**src/rtl/csi_rx_pkg.sv**
```systemverilog
// Shared definitions for the CSI-2 receive lane logic.
//   lane_sync_state_t : state encoding of the per-lane bring-up / lock FSM
//   CSI_SYNC_BYTE     : sync byte the word aligner searches for
//   *_cnt_w()         : counter width helpers; the *_DEF localparams are the
//                       widths for the default block parameters
package csi_rx_pkg;

  typedef enum logic [3:0] {
    ST_IDLE,
    ST_SERDES_RST,
    ST_TAP_SET,
    ST_SETTLE,
    ST_MEASURE,
    ST_EVAL,
    ST_FINALIZE,
    ST_APPLY,
    ST_APPLY_SETTLE,
    ST_LOCKED
  } lane_sync_state_t;

  localparam logic [7:0] CSI_SYNC_BYTE = 8'hB8;

  // Hit counter saturates at min_hits, so it must hold the value min_hits.
  function automatic int hit_cnt_w(input int min_hits);
    return (min_hits < 1) ? 1 : $clog2(min_hits + 1);
  endfunction

  // Window counter runs 0..window_cyc-1.
  function automatic int window_cnt_w(input int window_cyc);
    return (window_cyc < 2) ? 1 : $clog2(window_cyc);
  endfunction

  // Timeout counter carries one spare bit above the terminal count.
  function automatic int timeout_cnt_w(input int lock_timeout);
    return $clog2(lock_timeout) + 1;
  endfunction

  localparam int HIT_CNT_W_DEF     = hit_cnt_w(4);
  localparam int WINDOW_CNT_W_DEF  = window_cnt_w(1024);
  localparam int TIMEOUT_CNT_W_DEF = timeout_cnt_w(65536);

endpackage

```
**src/rtl/csi_rx_tap_scorer.sv**
```systemverilog
// Pass/fail run tracker for the IDELAY tap sweep.
// Tracks the currently open run of passing taps and the best (longest) run
// seen so far, and presents the centre tap of the best run.
//   byte_clock  : clock
//   reset_n     : synchronous active-low reset
//   clear       : synchronous clear of all run trackers (start of a sweep)
//   eval        : one-cycle strobe, score tap `tap` with result `pass`
//   pass        : current tap passed
//   tap         : tap being scored
//   last        : tap is the highest tap; any open run is closed
//   best_empty  : no passing tap found in this sweep
//   best_centre : best_start + floor((best_len-1)/2)
module csi_rx_tap_scorer #(
  parameter int TAP_W = 5
) (
  input  logic             byte_clock,
  input  logic             reset_n,
  input  logic             clear,
  input  logic             eval,
  input  logic             pass,
  input  logic [TAP_W-1:0] tap,
  input  logic             last,
  output logic             best_empty,
  output logic [TAP_W-1:0] best_centre
);

  // Lengths are one bit wider than a tap so a full-range run fits.
  logic [TAP_W-1:0] cur_start;
  logic [TAP_W:0]   cur_len;
  logic [TAP_W-1:0] best_start;
  logic [TAP_W:0]   best_len;

  logic [TAP_W-1:0] run_start;
  logic [TAP_W:0]   run_len;
  logic             close_run;

  // Run as it stands after including this tap's result.
  always_comb begin
    run_start = (pass && (cur_len == '0)) ? tap : cur_start;
    run_len   = pass ? (cur_len + 1'b1) : cur_len;
    close_run = !pass || last;
  end

  assign best_empty  = (best_len == '0);
  assign best_centre = best_start + TAP_W'((best_len - 1'b1) >> 1);

  always_ff @(posedge byte_clock) begin
    if (!reset_n || clear) begin
      cur_start  <= '0;
      cur_len    <= '0;
      best_start <= '0;
      best_len   <= '0;
    end else if (eval) begin
      // Strict compare: on equal length the earlier (lower-tap) run stays.
      if (close_run && (run_len > best_len)) begin
        best_start <= run_start;
        best_len   <= run_len;
      end
      cur_start <= run_start;
      cur_len   <= close_run ? '0 : run_len;
    end
  end

endmodule

```
**src/rtl/csi_rx_lane_sync_ctrl.sv**
```systemverilog
// Per-lane bring-up and lock controller (byte-clock domain).
// Waits for the clock detector, resets the ISERDES, sweeps IDELAY taps
// scoring sync-word hits, loads the centre of the longest passing run and
// then watches for loss of lock, re-sweeping when it is lost.
//   byte_clock     : lane byte clock (only clock)
//   reset_n        : synchronous active-low reset
//   clkdet_reset   : high while the byte clock is not stable; forces IDLE
//   clkdet_enable  : clock detector enable (1 out of reset)
//   serdes_reset   : ISERDES reset
//   tap_value      : IDELAY tap, valid in the cycle tap_load is high
//   tap_load       : one-cycle tap load strobe
//   aligner_enable : word aligner enable
//   sync_hit       : one-cycle pulse per sync word found by the aligner
//   locked         : lane locked
//   best_tap       : last selected tap
//   retry_cnt      : saturating count of failed sweeps plus lock losses
//   dbg_state      : current FSM state
module csi_rx_lane_sync_ctrl
  import csi_rx_pkg::*;
#(
  parameter int TAP_W          = 5,
  parameter int SERDES_RST_CYC = 8,
  parameter int SETTLE_CYC     = 16,
  parameter int WINDOW_CYC     = 1024,
  parameter int MIN_HITS       = 4,
  parameter int LOCK_TIMEOUT   = 65536
) (
  input  logic             byte_clock,
  input  logic             reset_n,
  input  logic             clkdet_reset,
  output logic             clkdet_enable,
  output logic             serdes_reset,
  output logic [TAP_W-1:0] tap_value,
  output logic             tap_load,
  output logic             aligner_enable,
  input  logic             sync_hit,
  output logic             locked,
  output logic [TAP_W-1:0] best_tap,
  output logic [7:0]       retry_cnt,
  output lane_sync_state_t dbg_state
);

  localparam int HIT_W   = hit_cnt_w(MIN_HITS);
  localparam int WIN_W   = window_cnt_w(WINDOW_CYC);
  localparam int TO_W    = timeout_cnt_w(LOCK_TIMEOUT);
  localparam int DLY_MAX = (SERDES_RST_CYC > SETTLE_CYC) ? SERDES_RST_CYC : SETTLE_CYC;
  localparam int DLY_W   = $clog2(DLY_MAX) + 1;

  localparam logic [DLY_W-1:0] SR_LAST  = DLY_W'(SERDES_RST_CYC - 1);
  localparam logic [DLY_W-1:0] SET_LAST = DLY_W'(SETTLE_CYC - 1);
  localparam logic [WIN_W-1:0] WIN_LAST = WIN_W'(WINDOW_CYC - 1);
  localparam logic [TO_W-1:0]  TO_LAST  = TO_W'(LOCK_TIMEOUT - 1);
  localparam logic [HIT_W-1:0] HIT_SAT  = HIT_W'(MIN_HITS);
  localparam logic [TAP_W-1:0] TAP_MAX  = '1;

  lane_sync_state_t state;
  logic [TAP_W-1:0] tap_idx;
  logic [DLY_W-1:0] dly_cnt;
  logic [WIN_W-1:0] win_cnt;
  logic [HIT_W-1:0] hit_cnt;
  logic [TO_W-1:0]  to_cnt;

  logic             score_eval;
  logic             best_empty;
  logic [TAP_W-1:0] best_centre;

  assign dbg_state  = state;
  assign score_eval = (state == ST_EVAL) && !clkdet_reset;

  csi_rx_tap_scorer #(.TAP_W(TAP_W)) u_scorer (
    .byte_clock  (byte_clock),
    .reset_n     (reset_n),
    .clear       (state == ST_SERDES_RST),
    .eval        (score_eval),
    .pass        (hit_cnt == HIT_SAT),
    .tap         (tap_idx),
    .last        (tap_idx == TAP_MAX),
    .best_empty  (best_empty),
    .best_centre (best_centre)
  );

  // Outputs are registered alongside the state: each transition sets the
  // output values of the state being entered.
  always_ff @(posedge byte_clock) begin
    if (!reset_n) begin
      state          <= ST_IDLE;
      clkdet_enable  <= 1'b0;
      serdes_reset   <= 1'b1;
      tap_value      <= '0;
      tap_load       <= 1'b0;
      aligner_enable <= 1'b0;
      locked         <= 1'b0;
      best_tap       <= '0;
      retry_cnt      <= '0;
      tap_idx        <= '0;
      dly_cnt        <= '0;
      win_cnt        <= '0;
      hit_cnt        <= '0;
      to_cnt         <= '0;
    end else begin
      clkdet_enable <= 1'b1;
      tap_load      <= 1'b0;
      if (clkdet_reset) begin
        // Unstable byte clock: back to IDLE, status (best_tap/retry) kept.
        state          <= ST_IDLE;
        serdes_reset   <= 1'b1;
        aligner_enable <= 1'b0;
        locked         <= 1'b0;
      end else begin
        case (state)
          ST_IDLE: begin
            state   <= ST_SERDES_RST;
            dly_cnt <= '0;
          end
          ST_SERDES_RST: begin
            tap_idx <= '0;
            if (dly_cnt == SR_LAST) begin
              state        <= ST_TAP_SET;
              serdes_reset <= 1'b0;
              tap_value    <= '0;
              tap_load     <= 1'b1;
            end else begin
              dly_cnt <= dly_cnt + 1'b1;
            end
          end
          ST_TAP_SET: begin
            state   <= ST_SETTLE;
            dly_cnt <= '0;
          end
          ST_SETTLE: begin
            if (dly_cnt == SET_LAST) begin
              state          <= ST_MEASURE;
              aligner_enable <= 1'b1;
              win_cnt        <= '0;
              hit_cnt        <= '0;
            end else begin
              dly_cnt <= dly_cnt + 1'b1;
            end
          end
          ST_MEASURE: begin
            // A hit in the final window cycle still counts.
            if (sync_hit && (hit_cnt != HIT_SAT)) hit_cnt <= hit_cnt + 1'b1;
            if (win_cnt == WIN_LAST) begin
              state          <= ST_EVAL;
              aligner_enable <= 1'b0;
            end else begin
              win_cnt <= win_cnt + 1'b1;
            end
          end
          ST_EVAL: begin
            // The tap index never wraps; the top tap ends the sweep.
            if (tap_idx == TAP_MAX) begin
              state <= ST_FINALIZE;
            end else begin
              tap_idx   <= tap_idx + 1'b1;
              tap_value <= tap_idx + 1'b1;
              tap_load  <= 1'b1;
              state     <= ST_TAP_SET;
            end
          end
          ST_FINALIZE: begin
            if (best_empty) begin
              if (retry_cnt != 8'hFF) retry_cnt <= retry_cnt + 8'd1;
              state        <= ST_SERDES_RST;
              serdes_reset <= 1'b1;
              dly_cnt      <= '0;
            end else begin
              best_tap  <= best_centre;
              tap_value <= best_centre;
              tap_load  <= 1'b1;
              state     <= ST_APPLY;
            end
          end
          ST_APPLY: begin
            state   <= ST_APPLY_SETTLE;
            dly_cnt <= '0;
          end
          ST_APPLY_SETTLE: begin
            if (dly_cnt == SET_LAST) begin
              state          <= ST_LOCKED;
              aligner_enable <= 1'b1;
              locked         <= 1'b1;
              to_cnt         <= '0;
            end else begin
              dly_cnt <= dly_cnt + 1'b1;
            end
          end
          ST_LOCKED: begin
            // to_cnt = consecutive hit-free cycles so far; a hit in the
            // would-be timeout cycle cancels the timeout.
            if (sync_hit) begin
              to_cnt <= '0;
            end else if (to_cnt == TO_LAST) begin
              if (retry_cnt != 8'hFF) retry_cnt <= retry_cnt + 8'd1;
              locked         <= 1'b0;
              aligner_enable <= 1'b0;
              serdes_reset   <= 1'b1;
              dly_cnt        <= '0;
              state          <= ST_SERDES_RST;
            end else begin
              to_cnt <= to_cnt + 1'b1;
            end
          end
          default: begin
            state <= ST_IDLE;
          end
        endcase
      end
    end
  end

endmodule
```
**config.mk**
```make
export PLATFORM = sky130hd
export DESIGN_NAME = csi_rx_lane_sync_ctrl
export DESIGN_NICKNAME = d
export VERILOG_FILES = /design/src/rtl/csi_rx_pkg.sv /design/src/rtl/csi_rx_tap_scorer.sv /design/src/rtl/csi_rx_lane_sync_ctrl.sv
export SDC_FILE = /design/constraint.sdc
export NUM_CORES = 1
export LEC_CHECK = 0
export BUFFER_PORTS_ARGS = -buffer_cell sky130_fd_sc_hd__buf_2
export CAP_MARGIN = 20
export CELL_PAD_IN_SITES_DETAIL_PLACEMENT = 2
export CELL_PAD_IN_SITES_GLOBAL_PLACEMENT = 2
export CORE_MARGIN = 3
export CORE_UTILIZATION = 34
export CTS_CLUSTER_SIZE = 12
export DETAILED_ROUTE_END_ITERATION = 10
export PLACE_DENSITY_LB_ADDON = 0.1
export REMOVE_ABC_BUFFERS = 1
export SETUP_SLACK_MARGIN = 0.1
export SYNTH_ARGS = -nofsm -noshare
export SYNTH_HDL_FRONTEND = slang
export SYNTH_SLANG_ARGS = --single-unit
```
**constraint.sdc**
```tcl
create_clock -name byte_clock -period 2.6 [get_ports byte_clock]
set_input_delay 0.52 -clock byte_clock [delete_from_list [all_inputs] [get_ports byte_clock]]
set_output_delay 0.52 -clock byte_clock [all_outputs]
set_load 0.01 [all_outputs]
```
Yosys cells after proc, flatten, opt, wreduce, memory -nomap -nowiden --
Index checks and enable logic that the tools add are counted.
Operators by class: add/subtract/negate cells 9, order comparisons 1, eq/ne operators 32, multiplexer cells 54, bitwise operators 3, reduce and logical (&&, ||, !) cells 36
Operators with widths (count):
- 17-bit two-way mux | 3
- 5-bit two-way mux | 9
- 4-bit one-hot mux with 10 select lines | 1
- 17-bit one-hot mux with 2 select lines | 1
- 8-bit two-way mux | 4
- 2-bit != test (second input constant) | 13
- 5-bit one-hot mux with 5 select lines | 1
- 4-bit two-way mux | 6
- 10-bit two-way mux | 2
- 10-bit one-hot mux with 2 select lines | 1
- 5-bit AND reduction | 4
- 17-bit by 1-bit adder with 17-bit output (second input constant) | 1
- 17-bit by 16-bit equality test with 1-bit output (second input constant) | 1
- 4-bit by 3-bit equality test with 1-bit output (second input constant) | 4
- 8-bit one-hot mux with 2 select lines | 1
- 4-bit AND reduction | 4
- 5-bit one-hot mux with 3 select lines | 1
- 6-bit logical NOT | 2
- 1-bit two-way mux | 12
- 3-bit two-way mux | 4
- 6-bit two-way mux | 2
- 10-bit by 1-bit adder with 10-bit output (second input constant) | 1
- 5-bit by 1-bit adder with 5-bit output (second input constant) | 2
- 10-bit equality test (second input constant) | 1
- 34 further kinds | 54
Storage, ports and cells: register bits after elaboration 89, input port bits 4, output and inout bits 27, logic and storage cells 153

Depth between registers and ports, before layout --
Gate-level depths: netlist of run 1.
word-level depth 5, gate-level depth with buffers 14, depth with buffers taken out 11

Modules after synthesis --
From an unflattened synthesis of run 1, not the netlist that was laid out.
Second synthesis, totals: cell total of the unflattened synthesis 614, area, all modules 5347.6 um2
By module, submodules not included:
- csi_rx_lane_sync_ctrl | instances 1, cells each 445, area an instance 3797.4 um2, seq. area each 1341.3 um2
- csi_rx_tap_scorer | instances 1, cells each 169, area an instance 1550.2 um2, seq. area each 440.4 um2

Least setup slack after synthesis of run 1 --
No wires, ideal clock.
kind reg2reg, start point register hit_cnt[0], end point register u_scorer.best_len[1], library setup time 0.080 ns, arrival time 2.712 ns, data required time 2.520 ns, slack -0.192 ns, stages on the path, launching flop included 15, path buffers 3, period minus slack after synthesis 2.792 ns, cells stage by stage dfxtp_1 -> inv_1 -> ha_1 -> and2_1 -> clkbuf_1 -> nand2_1 -> xnor2_1 -> ha_1 -> a21o_1 -> a21o_1 -> a211oi_1 -> clkbuf_1 -> buf_2 -> nor3_1 -> nor3b_1
Between the ends: word-level cells in the longest chain between the ends 5, elaborated cells on any way between the ends 7, those cells by class order compare (1); eq/ne (1); mux (1); reduce/logical (4)
RTL lines:
- start, declared | RTL line csi_rx_lane_sync_ctrl.sv:60 | logic [HIT_W-1:0] hit_cnt;
- start signal, assigned | RTL line csi_rx_lane_sync_ctrl.sv:142 | if (sync_hit && (hit_cnt != HIT_SAT)) hit_cnt <= hit_cnt + 1'b1;
- 3-bit equality test | RTL line csi_rx_lane_sync_ctrl.sv:75 | .pass (hit_cnt == HIT_SAT),
- 6-bit two-way mux | RTL line csi_rx_tap_scorer.sv:40 | run_len = pass ? (cur_len + 1'b1) : cur_len;
- named net u_scorer.run_len[3] | RTL line csi_rx_tap_scorer.sv:34 | logic [TAP_W:0] run_len;
- 6-bit > comparator | RTL line csi_rx_tap_scorer.sv:55 | if (close_run && (run_len > best_len)) begin
- 1-bit logical AND | RTL line csi_rx_tap_scorer.sv:55
- 2-bit AND reduction (no source line)
- end signal, assigned | RTL line csi_rx_tap_scorer.sv:57 | best_len <= run_len;
- end, declared | RTL line csi_rx_tap_scorer.sv:31 | logic [TAP_W:0] best_len;
The timed path passes the listed nets, and every way through them passes these cells. A chain may end at the register's enable or synchronous reset.

Final worst setup path of run 1 --
start point register hit_cnt[0], end point register u_scorer.best_len[5]
The elaborated chain is that of the path after synthesis.

==> flow_summary.json, run 1 <==
{
  "outcome": "finished, violations left",
  "violations": "negative setup slack",
  "fin_ws_ns": -0.161,
  "cts_root_buffer": "clkbuf_16",
  "fillers": 1574,
  "post-dp-hpwl_um": 11400,
  "vias_per_cell": 5.56,
  "routabilityCongestion": 0.788,
  "fin_crit_ns": 2.76,
  "muxShareOfSynthArea_pct": 2.82,
  "ff2ff_path_depth": 12,
  "tightestPinTransition_ns": 0.725,
  "endpoint_kind": "flip-flop",
  "place_inst": 808,
  "path_max_fanout": 6,
  "start_util_pct": 35.2,
  "cts_tree": "done",
  "yosys.area_share.simple_pct": 27.5,
  "num_vias": 4651,
  "most-common-layout-cells": "81 x dfxtp_1, 58 x nor2_1, 47 x nand2_1, 46 x buf_4, 36 x a21oi_1",
  "syn_avg_cell_area_sq_um": 8.43,
  "max_freq_mhz": 362,
  "grt_pass1_wl_um": 26800,
  "synth-adder-area-share_pct": 6.45,
  "initialDrtViolationCount": 217,
  "synth_xor_area_share_pct": 6.98,
  "placed_area_sq_mm": 0.00548,
  "netlist_instances": 589,
  "wl_um": 17000,
  "slew_headroom_pct": 51.5,
  "final_util_pct": 43.6,
  "slew_viol_final": 0,
  "power_density_mw_per_mm2": 486,
  "clk_path_buf_depth": 2,
  "fin_skew_ns": 0.0104,
  "die_w_um": 127,
  "r2r-start": "hit_cnt[0]$_SDFFE_PN0P_",
  "fin_crit_sh_pct": 106,
  "cts_num_sinks": 89,
  "crit_required_ns": 2.84,
  "numCtsBuffers": 9,
  "core.rowCount": 43,
  "synth_cell_type_count": 69,
  "final_common_cell": "dfxtp_1",
  "synth_top_flop_cell": "dfxtp_1",
  "synthToLayoutAreaGrowth_pct": 23.8,
  "antenna_left": 0,
  "vdd_drop_max_uv": 375,
  "finalSetupViolations": 6,
  "synth_top_family_by_area": "simple AND/OR/NAND/NOR gates",
  "die_area_sq_mm": 0.0161,
  "ys_seq_elements": 89,
  "power.leakage_nw": 2.33,
  "clock_latency_ns": 0.36,
  "reg2reg_to": "u_scorer.best_len[5]$_SDFFE_PP0P_",
  "fin_hold_ws_ns": 0.485,
  "drive_gt1_share_pct": 24.7,
  "drtPass1Iterations": 4,
  "diodes": 0,
  "maxCapViolCount": 0,
  "async_flop_share_pct": 0,
  "yosysWarnings": 0,
  "synth_compound_area_share_pct": 15.4,
  "startpoint_type": "flip-flop",
  "post-place-ws_ns": -0.153,
  "synth-edff-count": 0,
  "die_h_um": 127,
  "hold_viol": 0,
  "final_cell_area_sq_mm": 0.00615,
  "startpoint": "hit_cnt[0]$_SDFFE_PN0P_",
  "mappedNetlistArea_sq_mm": 0.00497,
  "gr-usage-all-layers_pct": 20.8,
  "arrival_ns": 3.00,
  "antenna_found_initial": 0,
  "io_buffers": 30,
  "final_cells": 837,
  "ff2ff_setup_slack_ns": -0.16,
  "drc": 0,
  "boundaryPins": 31,
  "grt_max_degree": 24,
  "hold_class": "reg -> reg",
  "cts-hold-fix-buffers": 0,
  "core_area_sq_mm": 0.0141,
  "layout.nets": 681,
  "rsz0062_at_grt": "true",
  "crit_type": "reg -> reg",
  "ctsHtreeMaxLevel": 3,
  "yosysSeqAreaShare_pct": 35.9,
  "grt_overflow": 0,
  "crit_path_end": "u_scorer.best_len[5]$_SDFFE_PP0P_",
  "grt_pass1_vias": 5013,
  "wire_per_inst_um": 20.3,
  "clk_pin_slew_ns": 0.07
}
==> cells in the mapped netlist (all sizes together), types with 5 or more instances <==
cell type  count  area (sq um)
xnor2         32           280
nand2         49           191
nand2b        11          68.8
a21o           6          45.0
buf           15           104
a21oi         41           205
nand4b         5          43.8
nor4b          7          61.3
ha            24           300
nand3         18          95.1
clkbuf        15          56.3
nor4          13           111
or3           15          98.8
inv           22          82.6
mux2i         14           140
nor3          19           100
o21ai         38           198
nor2          60           228
a31oi          5          31.3
xor2           5          43.8
a211oi         6          45.0
nand4         14          87.6
nor3b          9          67.6
dfxtp         89          1780
==> cell families after synthesis <==
kind of cell / Yosys count
and+or+nand+nor: 246
muxes: 14
xor gates and xnor gates: 38
adders and majority gates: 25
buffers and inverters: 53
AOI/OAI and AO/OA: 124
DFF: 89
==> sequential cells by signal, summed over array words and instances, names as in the netlist <==
register	count
dly_cnt	5
retry_cnt	8
u_scorer.best_len	6
tap_idx	5
u_scorer.cur_len	6
dbg_state	4
serdes_reset	1
u_scorer.cur_start	5
aligner_enable	1
best_tap	5
tap_value	5
tap_load	1
u_scorer.best_start	5
clkdet_enable	1
to_cnt	17
locked	1
hit_cnt	3
win_cnt	10
==> worst min-delay path by stage <==
stage,start,to,slack [ns],depth (start not counted)
final,best_tap[4]$_SDFFE_PN0P_,best_tap[4]$_SDFFE_PN0P_,0.48,2
after CTS,best_tap[4]$_SDFFE_PN0P_,best_tap[4]$_SDFFE_PN0P_,0.49,2
after detailed placement,best_tap[4]$_SDFFE_PN0P_,best_tap[4]$_SDFFE_PN0P_,0.47,2
after global routing,dly_cnt[4]$_SDFFE_PN0P_,dly_cnt[4]$_SDFFE_PN0P_,0.53,2
after floorplan,u_scorer.best_start[0]$_SDFFE_PP0P_,u_scorer.best_start[0]$_SDFFE_PP0P_,0.45,2
after global placement,best_tap[4]$_SDFFE_PN0P_,best_tap[4]$_SDFFE_PN0P_,0.47,2
==> critical path, cell delays in order (launching register included) <==
cell	delay, ns
dfxtp_2	0.32
inv_2	0.07
ha_4	0.14
and2_4	0.17
nand4_1	0.13
xnor2_2	0.22
ha_1	0.30
buf_6	0.13
a21o_1	0.17
a211oi_4	0.41
buf_6	0.21
nor3_2	0.06
nor3b_1	0.31
==> layer usage <==
metal,vias up,wire [um],global-route usage [%]
li1,2251,-,-
met5,-,0,0
met3,16,429,3.28
met1,2338,7720,26.9
met4,0,183,5.49
met2,46,8620,36.3
==> metrics by stage <==
stage | setup TNS, ns | power, mW
final | -0.325 | 2.99
after global routing | -1.54 | 3.12
after CTS | 0 | 3.03
after detailed placement | -1.03 | 1.54
after global placement | 0 | 1.54
after floorplan | -6.07 | 1.47
==> power by group <==
group / switching (mW) / internal [mW]
clock network: 0.577 / 0.896
logic: 0.0924 / 0.0445
registers: 0.0105 / 1.37
==> layout make-up <==
cell class	count	area (sq um)	area share, %
clock buffers	12	256	4.17
multi-input cells	448	3160	51.4
clock inverters	4	75.1	1.22
well taps	180	225	3.66
repair buffers	81	556	9.03
flip-flops and latches	89	1790	29.1
inverters	23	86.3	1.40
==> timing repair <==
| action | 4_1_cts | 5_1_grt |
|---|---|---|
| cloned | 1 | 3 |
| pin swaps | 16 | 14 |
| setup buffers | 5 | 4 |
| resized for setup | 27 | 49 |
| setup endpoints to repair | 11 | 33 |
Power figures use the tool's default switching activity.
==> inputs of run 2 (changes only) <==
--- a/config.mk
+++ b/config.mk
@@ -15,7 +15,8 @@
 export DETAILED_ROUTE_END_ITERATION = 10
 export PLACE_DENSITY_LB_ADDON = 0.1
 export REMOVE_ABC_BUFFERS = 1
-export SETUP_SLACK_MARGIN = 0.1
+export SETUP_SLACK_MARGIN = 0.05
+export SLEW_MARGIN = 30
 export SYNTH_ARGS = -nofsm -noshare
 export SYNTH_HDL_FRONTEND = slang
 export SYNTH_SLANG_ARGS = --single-unit
==> flow_summary.json, run 2 (synthesis results as in run 1) <==
{
  "most-common-layout-cells": "85 x dfxtp_1, 58 x nor2_1, 48 x nand2_1, 45 x buf_4, 36 x a21oi_1",
  "cp.depth": 12,
  "hold_class": "reg -> reg",
  "rsz0062_at_grt": "true",
  "initialDrtViolationCount": 181,
  "fin_crit_ns": 2.61,
  "crit_chain": "inv_1 -> ha_4 -> and2_4 -> nand4_1 -> xnor2_2 -> ha_1 -> buf_4 -> a21o_1 -> a211oi_4 -> buf_6 -> o21ai_0 -> nor3b_2",
  "reg_top3": "to_cnt: 17 flops, win_cnt: 10 flops, retry_cnt: 8 flops",
  "power.leakage_nw": 2.30,
  "ff2ff_setup_slack_ns": -0.006,
  "final_cells": 835,
  "startpoint_type": "flip-flop",
  "layout.nets": 679,
  "boundaryPins": 31,
  "post-dp-hpwl_um": 11400,
  "cp_slowest_stage_delay_ns": 0.36,
  "synthToLayoutAreaGrowth_pct": 22.6,
  "io_buffers": 30,
  "vias_per_cell": 5.57,
  "fin_hold_ws_ns": 0.490,
  "post-place-ws_ns": -0.153,
  "arrival_ns": 2.84,
  "antenna_found_initial": 0,
  "grt_pass1_vias": 5008,
  "clk_pin_slew_ns": 0.07,
  "vdd_drop_max_uv": 385,
  "fillers": 1579,
  "start_util_pct": 35.2,
  "num_vias": 4651,
  "tightestPinTransition_ns": 0.741,
  "startpoint": "hit_cnt[0]$_SDFFE_PN0P_",
  "clk_path_buf_depth": 2,
  "drtPass1Iterations": 4,
  "wl_um": 16500,
  "die_area_sq_mm": 0.0161,
  "outcome": "finished, violations left",
  "core.rowCount": 43,
  "die_w_um": 127,
  "antenna_left": 0,
  "wire_per_inst_um": 19.8,
  "slew_viol_final": 0,
  "place_inst": 808,
  "cts_num_sinks": 89,
  "cts_root_buffer": "clkbuf_16",
  "critical_path_buf_inv_count": 3,
  "largest_reg_flops": 17,
  "power_density_mw_per_mm2": 492,
  "drc": 0,
  "routabilityCongestion": 0.788,
  "reg2reg_to": "u_scorer.best_len[1]$_SDFFE_PP0P_",
  "max_freq_mhz": 384,
  "crit_family": "compound AO/OA/AOI/OAI gates",
  "crit_required_ns": 2.84,
  "final_common_cell": "dfxtp_1",
  "core_area_sq_mm": 0.0141,
  "fin_skew_ns": 0.0118,
  "gr-usage-all-layers_pct": 20.7,
  "finalSetupViolations": 1,
  "grt_max_degree": 24,
  "grt_overflow": 0,
  "clock_latency_ns": 0.36,
  "diodes": 0,
  "ctsHtreeMaxLevel": 3,
  "endpoint_kind": "flip-flop",
  "cts_tree": "done",
  "ff2ff_path_depth": 12,
  "hold_viol": 0,
  "violations": "negative setup slack",
  "top_register": "to_cnt",
  "slew_headroom_pct": 50.4,
  "die_h_um": 127,
  "crit_type": "reg -> reg",
  "r2r-start": "hit_cnt[0]$_SDFFE_PN0P_",
  "grt_pass1_wl_um": 26600,
  "drive_gt1_share_pct": 22.7,
  "crit_path_end": "u_scorer.best_len[1]$_SDFFE_PP0P_",
  "fin_ws_ns": -0.00579,
  "cp_slowest_cell": "a211oi_4",
  "numCtsBuffers": 9,
  "maxCapViolCount": 0,
  "fin_crit_sh_pct": 100,
  "path_max_fanout": 6
}
## run 2: changes by cell type in the layout (fill, tap and decap cells not counted), sizes merged
cell / change
buf: -2
## run 2: how the worst min path moves through the flow
stage,startpoint,endpoint,depth (start not counted)
floorplan,u_scorer.best_start[0]$_SDFFE_PP0P_,u_scorer.best_start[0]$_SDFFE_PP0P_,2
global placement,best_tap[4]$_SDFFE_PN0P_,best_tap[4]$_SDFFE_PN0P_,2
detailed placement,best_tap[4]$_SDFFE_PN0P_,best_tap[4]$_SDFFE_PN0P_,2
CTS,best_tap[4]$_SDFFE_PN0P_,best_tap[4]$_SDFFE_PN0P_,2
global route,dly_cnt[4]$_SDFFE_PN0P_,dly_cnt[4]$_SDFFE_PN0P_,2
finish,best_tap[4]$_SDFFE_PN0P_,best_tap[4]$_SDFFE_PN0P_,2
## run 2: metrics by stage
step           utilization [%]  power, mW  instance area [sq um]  setup TNS (ns)
2_1_floorplan                -       1.47                   4810           -6.07
3_3_place_gp              38.9       1.54                   5480               0
3_5_place_dp              38.9       1.54                   5480           -1.03
4_1_cts                   42.0       3.03                   5910               0
5_1_grt                   43.2       3.11                   6090           -1.32
6_report                  43.2       3.00                   6090        -0.00579
## run 2: where the power goes
part	leakage [nW]	switching [mW]	internal [mW]	total, mW
logic	1.42	0.0922	0.0445	0.137
registers	0.720	0.0108	1.37	1.38
clock network	0.155	0.582	0.896	1.48
total	2.30	0.685	2.31	3.00
## run 2: layer usage
| layer | global-route usage (%) | part of all wire [%] | up-vias | routed length, um |
|---|---|---|---|---|
| met1 | 26.6 | 46 | 2339 | 7590 |
| met2 | 36.0 | 50 | 53 | 8290 |
| met3 | 3.28 | 2.4 | 19 | 397 |
| met4 | 5.49 | 1.5 | 0 | 242 |
| li1 | - | - | 2240 | - |
| met5 | 0 | 0 | - | 0 |
## run 2: final cells by class
type	instances	area (sq um)	share of cell area, %
Clock buffer	12	256	4.21
Clock inverter	4	75.1	1.23
Inverter	23	86.3	1.42
Multi-Input combinational cell	448	3130	51.4
Sequential cell	89	1790	29.4
Tap cell	180	225	3.70
Timing Repair Buffer	79	527	8.65
## run 2: what timing repair did
item	in CTS	in global routing
buffers inserted	4	3
hold buffers	0	0
resized for setup	18	40
endpoints found under the setup margin	11	27
gates cloned	1	3
pin swaps	8	17
## run 2: worst reg2reg max path, delay by kind of cell (launching register included)
kind                     cells  cell delay [ns]
AND/OR/NAND/NOR              3             0.47
adder cells (fa/ha/maj)      2             0.46
buffers and inverters        3             0.41
flip-flops                   1             0.32
AO/OA/AOI/OAI                3             0.64
XOR/XNOR                     1             0.19
